$ cat config.mk
export PLATFORM = sky130hd
export DESIGN_NAME = axi_rd_slave
export DESIGN_NICKNAME = d
export VERILOG_FILES = /design/src/rtl/axi_pkg.sv /design/src/rtl/rd_skid_buf.sv /design/src/rtl/axi_rd_slave.sv
export SDC_FILE = /design/constraint.sdc
export NUM_CORES = 1
export LEC_CHECK = 0
export ABC_AREA = 1
export BUFFER_PORTS_ARGS = -buffer_cell sky130_fd_sc_hd__buf_4
export CAP_MARGIN = 20
export CORE_MARGIN = 10
export CORE_UTILIZATION = 25
export DETAILED_ROUTE_END_ITERATION = 12
export SLEW_MARGIN = 40
export SYNTH_ARGS = -nofsm -noshare
export SYNTH_HDL_FRONTEND = slang
export SYNTH_HIERARCHICAL = 1
export SYNTH_SLANG_ARGS = --single-unit
$ cat constraint.sdc
create_clock -name clk_in -period 2.2 [get_ports clk_in]
set_input_delay 0.22 -clock clk_in [delete_from_list [all_inputs] [get_ports clk_in]]
set_output_delay 0.22 -clock clk_in [all_outputs]
set_load 0.005 [all_outputs]
$ cat src/rtl/axi_pkg.sv
// Shared AXI encodings for the read-side blocks: burst types, response codes
// and the read-slave FSM state type.
package axi_pkg;

  typedef enum logic [1:0] {
    FIXED = 2'd0,
    INCR  = 2'd1,
    WRAP  = 2'd2
  } burst_e;

  localparam logic [1:0] OKAY   = 2'b00;
  localparam logic [1:0] SLVERR = 2'b10;

  typedef enum logic {
    IDLE  = 1'b0,
    BURST = 1'b1
  } rd_state_e;

  // Only FIXED and INCR are backed by memory; WRAP and the reserved code error out.
  function automatic logic burst_supported(input logic [1:0] burst);
    logic ok;
    case (burst)
      FIXED, INCR: ok = 1'b1;
      default:     ok = 1'b0;
    endcase
    return ok;
  endfunction

endpackage

$ cat src/rtl/rd_skid_buf.sv
// Two-entry in-order output buffer for the R channel. The head entry drives the
// outputs directly from a register, so the payload holds while out_valid & !pop_ready.
module rd_skid_buf
  import axi_pkg::*;
#(
  parameter int W = 39
) (
  input  logic         clk,
  input  logic         reset,
  input  logic         push,
  input  logic [W-1:0] push_data,
  input  logic         pop_ready,
  output logic         out_valid,
  output logic [W-1:0] out_data,
  output logic [1:0]   count
);

  logic [W-1:0] ent0_r, ent0_s;
  logic [W-1:0] ent1_r, ent1_s;
  logic [1:0]   cnt_r, cnt_s;
  logic         vld_r;
  logic         pop_s;

  assign pop_s     = vld_r & pop_ready;
  assign out_valid = vld_r;
  assign out_data  = ent0_r;
  assign count     = cnt_r;

  // Next-state of the two entries; ent0 is always the oldest beat.
  always_comb begin
    ent0_s = ent0_r;
    ent1_s = ent1_r;
    cnt_s  = cnt_r;
    case ({push, pop_s})
      2'b10: begin
        if (cnt_r == 2'd0) begin
          ent0_s = push_data;
          cnt_s  = 2'd1;
        end else if (cnt_r == 2'd1) begin
          ent1_s = push_data;
          cnt_s  = 2'd2;
        end else begin
          cnt_s = cnt_r;
        end
      end
      2'b01: begin
        ent0_s = ent1_r;
        cnt_s  = cnt_r - 2'd1;
      end
      2'b11: begin
        if (cnt_r == 2'd1) begin
          ent0_s = push_data;
        end else begin
          ent0_s = ent1_r;
          ent1_s = push_data;
        end
      end
      default: begin
        cnt_s = cnt_r;
      end
    endcase
  end

  // Entry, count and valid registers.
  always_ff @(posedge clk) begin
    if (reset) begin
      ent0_r <= {W{1'b0}};
      ent1_r <= {W{1'b0}};
      cnt_r  <= 2'd0;
      vld_r  <= 1'b0;
    end else begin
      ent0_r <= ent0_s;
      ent1_r <= ent1_s;
      cnt_r  <= cnt_s;
      vld_r  <= (cnt_s != 2'd0);
    end
  end

endmodule

$ cat src/rtl/axi_rd_slave.sv
// AXI read slave front-end for a 1-cycle-latency word memory. Accepts one AR at a
// time, streams FIXED/INCR bursts from memory and answers other burst types with SLVERR.
module axi_rd_slave
  import axi_pkg::*;
#(
  parameter int DW  = 32,
  parameter int AW  = 32,
  parameter int IDW = 4,
  parameter int MAW = 10
) (
  input  logic           clk_in,
  input  logic           reset,
  input  logic           arvalid,
  output logic           arready,
  input  logic [IDW-1:0] arid,
  input  logic [AW-1:0]  araddr,
  input  logic [7:0]     arlen,
  input  logic [1:0]     arburst,
  output logic           rvalid,
  input  logic           rready,
  output logic [IDW-1:0] rid,
  output logic [DW-1:0]  rdata,
  output logic [1:0]     rresp,
  output logic           rlast,
  output logic           mem_rd_en,
  output logic [MAW-1:0] mem_addr,
  input  logic [DW-1:0]  mem_rdata
);

  localparam int OB = $clog2(DW / 8);
  localparam int BW = IDW + DW + 2 + 1;

  rd_state_e      state_r, state_s;
  logic [IDW-1:0] id_r;
  logic [MAW-1:0] addr_r;
  logic [7:0]     len_r;
  logic           err_r;
  logic           fixed_r;
  logic [8:0]     iss_cnt_r;
  logic           pend_r;
  logic           pend_last_r;

  logic           ar_hs_s;
  logic           issue_s;
  logic           pop_s;
  logic [1:0]     buf_cnt_s;
  logic [2:0]     occ_s;
  logic [BW-1:0]  push_data_s;
  logic [BW-1:0]  out_data_s;
  logic           unused_s;

  assign unused_s = ^araddr;

  assign arready = (state_r == IDLE) & ~reset;
  assign ar_hs_s = arvalid & arready;
  assign pop_s   = rvalid & rready;

  // Beats in flight plus beats that will still sit in the buffer after this cycle's pop.
  // Counting the pop lets a single credit pair sustain one beat per cycle.
  assign occ_s = {2'b00, pend_r} + {1'b0, buf_cnt_s} - {2'b00, pop_s};

  // The read strobe must see this cycle's rready to hit the 2-cycle latency, so it
  // is decoded from registered state rather than registered itself.
  assign mem_rd_en = issue_s & ~err_r;
  assign mem_addr  = addr_r;

  // Next-state and per-cycle issue decision.
  always_comb begin
    state_s = state_r;
    issue_s = 1'b0;
    case (state_r)
      IDLE: begin
        if (ar_hs_s) begin
          state_s = BURST;
        end else begin
          state_s = IDLE;
        end
      end
      BURST: begin
        if (!reset && (iss_cnt_r <= {1'b0, len_r}) && (occ_s < 3'd2)) begin
          issue_s = 1'b1;
        end else begin
          issue_s = 1'b0;
        end
        if (pop_s && rlast) begin
          state_s = IDLE;
        end else begin
          state_s = BURST;
        end
      end
      default: begin
        state_s = IDLE;
        issue_s = 1'b0;
      end
    endcase
  end

  // Burst context capture, address sequencing and in-flight tracking.
  always_ff @(posedge clk_in) begin
    if (reset) begin
      state_r     <= IDLE;
      id_r        <= {IDW{1'b0}};
      addr_r      <= {MAW{1'b0}};
      len_r       <= 8'd0;
      err_r       <= 1'b0;
      fixed_r     <= 1'b0;
      iss_cnt_r   <= 9'd0;
      pend_r      <= 1'b0;
      pend_last_r <= 1'b0;
    end else begin
      state_r     <= state_s;
      pend_r      <= issue_s;
      pend_last_r <= issue_s & (iss_cnt_r == {1'b0, len_r});
      if (ar_hs_s) begin
        id_r      <= arid;
        addr_r    <= araddr[MAW+OB-1:OB];
        len_r     <= arlen;
        err_r     <= ~burst_supported(arburst);
        fixed_r   <= (arburst == FIXED);
        iss_cnt_r <= 9'd0;
      end else if (issue_s) begin
        iss_cnt_r <= iss_cnt_r + 9'd1;
        if (!fixed_r && !err_r) begin
          addr_r <= addr_r + {{(MAW-1){1'b0}}, 1'b1};
        end
      end
    end
  end

  assign push_data_s = {id_r,
                        err_r ? {DW{1'b0}} : mem_rdata,
                        err_r ? SLVERR : OKAY,
                        pend_last_r};

  rd_skid_buf #(
    .W(BW)
  ) u_buf (
    .clk       (clk_in),
    .reset     (reset),
    .push      (pend_r),
    .push_data (push_data_s),
    .pop_ready (rready),
    .out_valid (rvalid),
    .out_data  (out_data_s),
    .count     (buf_cnt_s)
  );

  assign {rid, rdata, rresp, rlast} = out_data_s;

endmodule

==> results of run 1 <==
==> per-stage QoR <==
step                      power, mW  utilization [%]  cell area (µm²)
after floorplan                5.14                -             7730
after global placement         6.41             29.6             9060
after detailed placement       6.46             29.6             9060
after CTS                      9.39             32.2             9850
after global routing           10.1             32.4             9910
final                          9.29             32.4             9910
==> flip-flops by register name, summed over array words and instances (netlist names) <==
register / flops
iss_cnt_r: 9
state_r: 1
len_r: 8
id_r: 4
fixed_r: 1
pend_last_r: 1
u_buf/count: 2
u_buf/out_valid: 1
u_buf/out_data: 39
pend_r: 1
u_buf/ent1_r: 39
err_r: 1
mem_addr: 10
==> routing by layer <==
layer | wire (µm) | track usage, % | share of wire (%) | vias up
li1 | - | - | - | 4323
met1 | 11200 | 15.1 | 47 | 3657
met2 | 11200 | 20.8 | 47 | 155
met3 | 1280 | 3.03 | 5.3 | 23
met4 | 261 | 4.10 | 1.1 | 0
met5 | 0 | 0 | 0 | -
==> power by group through the flow <==
stage	combinational [mW]	clock, mW	sequential (mW)
6_report	3.71	2.75	2.83
5_1_grt	4.26	2.91	2.90
4_1_cts	3.72	2.84	2.84
3_5_place_dp	3.58	0	2.88
3_3_place_gp	3.54	0	2.86
2_1_floorplan	2.30	0	2.84
==> cell usage after synthesis (3+ instances only) <==
library cell    n
buf_2          34
o21ai_0        15
a21oi_1        84
dfxtp_1       117
nand2_1       465
inv_2           3
buf_6           5
buf_4          10
a22o_1          5
buf_1           6
nand2_2         6
o21ai_1         3
xor2_1          4
nor2_1        235
ha_1           20
inv_1         202
clkbuf_1       19
nand3_1       107
==> critical path: stages, from the launching register on <==
cell     delay [ns]
dfxtp_2        0.32
nand2_2        0.07
inv_2          0.05
ha_4           0.27
nor2_4         0.03
fa_1           0.43
inv_1          0.06
nand2_1        0.05
nor2_1         0.11
nand3_1        0.09
nor2_2         0.10
nand2_2        0.08
nand2_4        0.08
inv_2          0.04
nor2_2         0.07
buf_4          0.12
==> final timing paths <==
kind,to,slack [ns],cells past startpoint
hold / removal,len_r[7],0.02,3
setup / recovery,mem_rd_en,-0.43,15
setup reg to reg,mem_addr[6],-0.20,19
hold reg to reg,len_r[2],0.48,2
==> kinds of logic after synthesis <==
logic type               synth area share, %
AO/OA/AOI/OAI                           7.79
XOR/XNOR                               0.680
adder cells (fa/ha/maj)                 3.50
buffers and inverters                   15.1
flip-flops                              30.3
multiplexers                           0.129
other                                 0.0485
AND/OR/NAND/NOR                         42.5
==> repair_timing <==
item                                    in CTS  in global routing
endpoints found under the setup margin      20                 22
gates cloned                                 2                  0
hold endpoints to repair                     8                  0
pin swaps                                   13                 16
resized for setup                           22                 20
hold buffers                                 9                  0
setup buffers                                6                  3
==> area by class of cell <==
cell class	count	area, µm²
fill	3368	20700
multi-input combinational	968	4380
sequential	117	2340
timing repair buffer	166	1350
inverter	205	772
tap	396	495
clock buffer	18	439
clock inverter	14	128
==> impl_metrics.env, run 1 <==
export IMPL_status="finished with violations"
export IMPL_violations="negative setup slack"
export IMPL_syn_cell_area_mm2=0.00773
export IMPL_final_nets=1578
export IMPL_min_period_ns=2.63
export IMPL_hold_viol=0
export IMPL_wire_per_inst_um=12.7
export IMPL_start_util_pct=25.3
export IMPL_track_usage_pct=12.4
export IMPL_drv_slew=0
export IMPL_cp_arrival_ns=2.41
export IMPL_critPathKind="flop to primary output"
export IMPL_clockBufferDepth=2
export IMPL_p_per_area_mw_per_mm2=937
export IMPL_skew_ns=0.0182
export IMPL_fp_dieH_um=196
export IMPL_num_vias=8158
export IMPL_final_cells=1884
export IMPL_tns_ns=-2.90
export IMPL_coreArea_mm2=0.0306
export IMPL_synth_edff_count=0
export IMPL_hold_path_class="primary input to flop"
export IMPL_maxCapViolations=0
export IMPL_seq_area_frac_synth_pct=30.3
export IMPL_cp_start_kind="flop"
export IMPL_critical_path_required_ns=1.98
export IMPL_setup_ws_ns=-0.427
export IMPL_relSlewSlack_pct=54.1
export IMPL_p_int_mw=5.67
export IMPL_layout_common_cells="457 x nand2_1, 231 x nor2_1, 199 x inv_1, 147 x buf_4, 115 x dfxtp_1"
export IMPL_synthCells=1362
export IMPL_p_sw_mw=3.62
export IMPL_clockRootBuffer="clkbuf_16"
export IMPL_r2r_start="u_buf/out_valid"
export IMPL_synth_area_per_cell_um2=5.68
export IMPL_grt_max_degree=45
export IMPL_dieArea_mm2=0.0384
export IMPL_clock_latency_ns=0.42
export IMPL_ys_seq_elements=117
export IMPL_fmax_mhz=381
export IMPL_grt_pass1_wl_mm=39.6
export IMPL_post_place_ws_ns=-0.266
export IMPL_dpl_cell_count=1836
export IMPL_yosysTopAreaCellShare_pct=30.3
export IMPL_clkSlewWorstSetupHoldPaths_ns=0.06
export IMPL_final_common_cell="nand2_1"
export IMPL_ir_worst_vdd_mv=0.466
export IMPL_yosys_warnings=6
export IMPL_endpoint_kind="primary output"
export IMPL_clkPwrFrac_pct=29.6
export IMPL_dr_pass1_iters=5
export IMPL_fin_crit_sh_pct=119
export IMPL_gp_congestion=0.816
export IMPL_synth_async_reset_ratio_pct=0
export IMPL_power_leakage_nw=5.07
export IMPL_synth_top_area_cell="dfxtp_1"
export IMPL_critPathLaunch="u_buf/out_valid"
export IMPL_power_frac_comb_pct=39.9
export IMPL_port_buffers=111
export IMPL_drive_above_1_share_pct=15.8
export IMPL_die_w_um=196
export IMPL_hold_ws_ns=0.0209
export IMPL_first_global_vias=7952
export IMPL_cts_buffers=17
export IMPL_clock_sinks=117
export IMPL_antenna_found_initial=0
export IMPL_cts_max_level=4
export IMPL_route_detailed_drc=0
export IMPL_synthFlopType="dfxtp_1"
export IMPL_diodes=0
export IMPL_p_seq_share_pct=30.5
export IMPL_dp_hpwl_mm=16.1
export IMPL_grt_overflow=0
export IMPL_rows=64
export IMPL_antenna_left=0
export IMPL_syn2layout_area_growth_pct=28.2
export IMPL_switching_share_pct=38.9
export IMPL_ios=134
export IMPL_netlist_top_cells_area="dfxtp_1 30%, nand2_1 23%, nor2_1 11%"
export IMPL_min_from="arlen[7]"
export IMPL_vias_per_cell=4.33
export IMPL_crit_fanout=2
export IMPL_setup_viol=20
export IMPL_drt_wl_total_mm=24.0
export IMPL_synth_distinct_cells=35
export IMPL_drt_iter0_drc=355
export IMPL_cts_tree="built"
export IMPL_rsz0062_at_grt="yes"
export IMPL_tightest_slew_ns=0.689
(Power assumes the default switching activity.)
==> inputs of run 2 (changes only) <==
--- a/config.mk
+++ b/config.mk
@@ -8,8 +8,10 @@
 export ABC_AREA = 1
 export BUFFER_PORTS_ARGS = -buffer_cell sky130_fd_sc_hd__buf_4
 export CAP_MARGIN = 20
+export CORE_ASPECT_RATIO = 0.7
 export CORE_MARGIN = 10
 export CORE_UTILIZATION = 25
+export CTS_CLUSTER_SIZE = 28
 export DETAILED_ROUTE_END_ITERATION = 12
 export SLEW_MARGIN = 40
 export SYNTH_ARGS = -nofsm -noshare
==> impl_metrics.env, run 2 (synthesis results as in run 1) <==
export IMPL_hold_viol=0
export IMPL_coreArea_mm2=0.0302
export IMPL_hold_ws_ns=0.0346
export IMPL_r2r_start="u_buf/out_valid"
export IMPL_clkSlewWorstSetupHoldPaths_ns=0.06
export IMPL_layout_common_cells="456 x nand2_1, 231 x nor2_1, 199 x inv_1, 148 x buf_4, 115 x dfxtp_1"
export IMPL_cp_start_kind="flop"
export IMPL_grt_pass1_wl_mm=39.4
export IMPL_fin_crit_sh_pct=119
export IMPL_route_detailed_drc=0
export IMPL_fp_dieH_um=167
export IMPL_start_util_pct=25.6
export IMPL_endpoint_kind="primary output"
export IMPL_drt_iter0_drc=662
export IMPL_antenna_found_initial=0
export IMPL_setup_viol=20
export IMPL_cp_slowest_cell="fa_1"
export IMPL_ir_worst_vdd_mv=0.469
export IMPL_final_nets=1580
export IMPL_cp_arrival_ns=2.41
export IMPL_dp_hpwl_mm=16.7
export IMPL_min_from="arid[3]"
export IMPL_dr_pass1_iters=5
export IMPL_skew_ns=0.0104
export IMPL_slowest_delay_ns=0.44
export IMPL_tightest_slew_ns=0.681
export IMPL_cts_tree="built"
export IMPL_drt_wl_total_mm=24.8
export IMPL_min_path_cells=2
export IMPL_p_total_mw=9.55
export IMPL_clockBufferDepth=2
export IMPL_grt_overflow=0
export IMPL_fin_area_mm2=0.00995
export IMPL_clock_latency_ns=0.42
export IMPL_track_usage_pct=12.5
export IMPL_cts_buffers=17
export IMPL_min_period_ns=2.63
export IMPL_tns_ns=-3.87
export IMPL_die_w_um=230
export IMPL_final_common_cell="nand2_1"
export IMPL_critical_path_required_ns=1.98
export IMPL_port_buffers=111
export IMPL_violations="negative setup slack"
export IMPL_crit_chain="nand2_2 -> inv_2 -> ha_4 -> nor2_4 -> fa_1 -> inv_1 -> nand2_1 -> nor2_1 -> nand3_1 -> nor2_1 -> nand2_2 -> nand2_4 -> inv_2 -> nor2_1 -> buf_4"
export IMPL_status="finished with violations"
export IMPL_crit_fanout=2
export IMPL_grt_max_degree=81
export IMPL_clockRootBuffer="clkbuf_16"
export IMPL_diodes=0
export IMPL_gp_congestion=0.795
export IMPL_dieArea_mm2=0.0385
export IMPL_wire_per_inst_um=13.1
export IMPL_relSlewSlack_pct=54.5
export IMPL_drive_above_1_share_pct=15.5
export IMPL_first_global_vias=7356
export IMPL_fmax_mhz=381
export IMPL_hold_path_class="primary input to flop"
export IMPL_setup_ws_ns=-0.425
export IMPL_rsz0062_at_grt="yes"
export IMPL_cts_max_level=4
export IMPL_critPathLaunch="u_buf/out_valid"
export IMPL_critPathKind="flop to primary output"
export IMPL_drv_slew=0
export IMPL_dpl_cell_count=1851
export IMPL_critical_path_most_common_cell="nor2_1"
export IMPL_reg2reg_depth=18
export IMPL_power_leakage_nw=5.06
export IMPL_final_cells=1900
export IMPL_clock_sinks=117
export IMPL_p_per_area_mw_per_mm2=959
export IMPL_rows=53
export IMPL_ios=134
export IMPL_syn2layout_area_growth_pct=28.8
export IMPL_dpl_cell_area_mm2=0.00906
export IMPL_vias_per_cell=4.33
export IMPL_maxCapViolations=0
export IMPL_antenna_left=0
export IMPL_num_vias=8222
## run 2: changes by cell type in the layout (fill, tap and decap cells not counted), moves of 2 or more
cell,before,now
o21ai_1,3,5
clkbuf_8,1,4
nand2_4,4,2
buf_6,5,7
inv_6,3,0
o21ai_2,4,2
nand2_2,11,14
clkinvlp_4,4,2
bufinv_16,1,3
clkinv_4,3,1
## run 2: worst max-delay path, delay by kind of cell (launching register included)
kind	cells	cell delay [ns]
flops	1	0.32
fa+ha+maj	2	0.70
simple gates	9	0.69
buf+inv	4	0.26
## run 2: where the power goes
group / internal (mW) / total [mW] / switching (mW)
logic: 1.54 / 3.76 / 2.22
registers: 2.55 / 2.85 / 0.307
clock network: 1.89 / 2.94 / 1.05
## run 2: final cells by class
class / count / area, µm²
fill: 3368 / 20300
timing repair buffer: 169 / 1370
multi-input combinational: 967 / 4350
tap: 412 / 515
clock inverter: 8 / 124
clock buffer: 22 / 484
sequential: 117 / 2340
inverter: 205 / 769
## run 2: routing by layer
layer  up-vias  global-route usage [%]  wire length (µm)
li1       4325                       -                 -
met1      3647                    17.6             12500
met2       236                    18.9             10500
met3        14                    3.14              1620
met4         0                    2.54               206
met5         -                       0                 0
## run 2: per-stage QoR
| stage | utilization [%] | setup WS (ns) |
|---|---|---|
| after floorplan | - | 0.0144 |
| after global placement | 29.9 | -0.131 |
| after detailed placement | 30.0 | -0.196 |
| after CTS | 32.6 | -0.489 |
| after global routing | 32.9 | -0.547 |
| final | 32.9 | -0.425 |
## run 2: final timing paths
check                                   end  slack [ns]
worst max register to register  mem_addr[2]       -0.28
worst min-delay path                id_r[3]        0.03
worst min register to register     len_r[2]        0.48
worst max-delay path              mem_rd_en       -0.43
## run 2: what timing repair did
item	4_1_cts	5_1_grt
endpoints found under the hold margin	9	0
resized for setup	16	18
hold buffers	10	0
setup buffers	3	6
setup endpoints to repair	20	21
pin swaps	11	15
==> inputs of run 3 (changes only) <==
--- a/config.mk
+++ b/config.mk
@@ -13,6 +13,7 @@
 export CORE_UTILIZATION = 25
 export CTS_CLUSTER_SIZE = 28
 export DETAILED_ROUTE_END_ITERATION = 12
+export REMOVE_ABC_BUFFERS = 1
 export SLEW_MARGIN = 40
 export SYNTH_ARGS = -nofsm -noshare
 export SYNTH_HDL_FRONTEND = slang
==> impl_metrics.env, run 3 (synthesis results as in run 1) <==
export IMPL_antenna_found_initial=1
export IMPL_path_buf_inv=4
export IMPL_dpl_cell_area_mm2=0.00914
export IMPL_slowest_delay_ns=0.40
export IMPL_final_core_util_pct=33.7
export IMPL_dr_pass1_iters=5
export IMPL_wire_per_inst_um=13.0
export IMPL_fin_area_mm2=0.0102
export IMPL_clockRootBuffer="clkbuf_16"
export IMPL_skew_ns=0.0136
export IMPL_dp_hpwl_mm=16.7
export IMPL_antenna_left=0
export IMPL_rsz0062_at_grt="yes"
export IMPL_n_fill_cell=3309
export IMPL_final_cells=1914
export IMPL_r2r_slack_ns=-0.38
export IMPL_dieArea_mm2=0.0385
export IMPL_route_detailed_drc=0
export IMPL_ir_worst_vdd_mv=0.379
export IMPL_start_util_pct=25.6
export IMPL_rr_endpoint="mem_addr[2]"
export IMPL_status="finished with violations"
export IMPL_clock_latency_ns=0.42
export IMPL_drive_above_1_share_pct=16.2
export IMPL_tightest_slew_ns=0.656
export IMPL_cp_slowest_cell="fa_1"
export IMPL_port_buffers=111
export IMPL_crit_fanout=2
export IMPL_drv_slew=0
export IMPL_ios=134
export IMPL_gp_congestion=0.791
export IMPL_p_per_area_mw_per_mm2=956
export IMPL_critical_path_required_ns=1.98
export IMPL_violations="negative setup slack"
export IMPL_setup_viol=21
export IMPL_hold_path_class="primary input to flop"
export IMPL_power_leakage_nw=5.17
export IMPL_vias_per_cell=4.33
export IMPL_setup_ws_ns=-0.469
export IMPL_min_period_ns=2.67
export IMPL_dpl_cell_count=1852
export IMPL_track_usage_pct=12.7
export IMPL_drt_wl_total_mm=24.8
export IMPL_cts_buffers=17
export IMPL_use_met2_pct=20.2
export IMPL_tns_ns=-6.00
export IMPL_post_place_ws_ns=-0.174
export IMPL_use_met3_pct=2.97
export IMPL_die_w_um=230
export IMPL_syn2layout_area_growth_pct=31.8
export IMPL_busiest_layer="met2"
export IMPL_grt_max_degree=79
export IMPL_reg2reg_depth=18
export IMPL_cts_tree="built"
export IMPL_coreArea_mm2=0.0302
export IMPL_crit_cells=15
export IMPL_layout_common_cells="457 x nand2_1, 231 x nor2_1, 198 x inv_1, 149 x buf_4, 115 x dfxtp_1"
export IMPL_clock_sinks=117
export IMPL_hold_viol=0
export IMPL_grt_pass1_wl_mm=40.2
export IMPL_clockBufferDepth=2
export IMPL_grt_overflow=0
export IMPL_fmax_mhz=375
export IMPL_cp_arrival_ns=2.45
export IMPL_fin_crit_sh_pct=121
export IMPL_relSlewSlack_pct=56.3
export IMPL_final_nets=1592
export IMPL_first_global_vias=7826
export IMPL_critPathKind="flop to primary output"
export IMPL_critPathTopFamily="simple AND/OR/NAND/NOR gates"
export IMPL_maxCapViolations=0
export IMPL_cts_max_level=4
export IMPL_cp_start_kind="flop"
export IMPL_final_common_cell="nand2_1"
export IMPL_clkSlewWorstSetupHoldPaths_ns=0.06
export IMPL_num_vias=8279
export IMPL_crit_chain="nand2_2 -> inv_2 -> ha_4 -> nor2_4 -> fa_1 -> inv_1 -> nand2_1 -> nor2_2 -> nand3_2 -> nor2_4 -> nand2_2 -> nand2_4 -> inv_2 -> nor2_1 -> buf_4"
export IMPL_drt_iter0_drc=556
export IMPL_endpoint_kind="primary output"
export IMPL_setup_worst_path_end="mem_rd_en"
export IMPL_fp_dieH_um=167
export IMPL_grt_use_met1_pct=16.4
export IMPL_critPathLaunch="u_buf/out_valid"
export IMPL_rows=53
export IMPL_r2r_start="u_buf/out_valid"
[run 3: worst min-delay path by stage]
| stage | start | to | slack (ns) | cells past startpoint |
|---|---|---|---|---|
| floorplan | arburst[1] | fixed_r | 0.32 | 1 |
| global placement | arburst[0] | fixed_r | 0.41 | 2 |
| detailed placement | arlen[3] | len_r[3] | 0.42 | 3 |
| CTS | arid[1] | id_r[1] | 0.0003 | 2 |
| global route | arid[3] | id_r[3] | 0.01 | 2 |
| finish | arid[1] | id_r[1] | 0.02 | 2 |
[run 3: metal layers]
layer / part of all wire (%) / vias to the layer above
met5: 0 / -
met4: 1.9 / 0
met3: 5.6 / 32
met2: 45 / 225
met1: 47 / 3671
li1: - / 4351
[run 3: layout make-up]
class / instances / area [µm²] / share of cell area, %
tap: 412 / 515 / 5.06
clock inverter: 7 / 118 / 1.15
antenna: 1 / 2.50 / 0.0246
clock buffer: 24 / 512 / 5.02
inverter: 205 / 771 / 7.57
timing repair buffer: 181 / 1580 / 15.5
sequential: 117 / 2340 / 23.0
multi-input combinational: 967 / 4350 / 42.7
[run 3: report_power, final]
group	switching, mW	internal (mW)
clock	1.07	1.96
combinational	2.24	1.63
sequential	0.297	2.55
total	3.61	6.13
[run 3: through the flow]
step / hold WS, ns / power, mW
3_5_place_dp: 0.423 / 6.51
6_report: 0.0245 / 9.74
3_3_place_gp: 0.413 / 6.44
4_1_cts: 0.000298 / 9.86
5_1_grt: 0.0103 / 10.5
2_1_floorplan: 0.323 / 4.97
[run 3: worst register-to-register path, delay by kind of cell (launching register included)]
kind                       cells  cell delay, ns
buffers and inverters          6            0.59
DFF                            1            0.32
and+or+nand+nor               10            0.92
adders and majority gates      2            0.64
[run 3: timing repair]
item / 4_1_cts / 5_1_grt
pin swaps: 23 / 14
gates resized for setup: 24 / 18
buffers inserted: 23 / 5
endpoints found under the setup margin: 20 / 24
cloned: 2 / 0
hold endpoints to repair: 10 / 0
hold buffers: 11 / 0
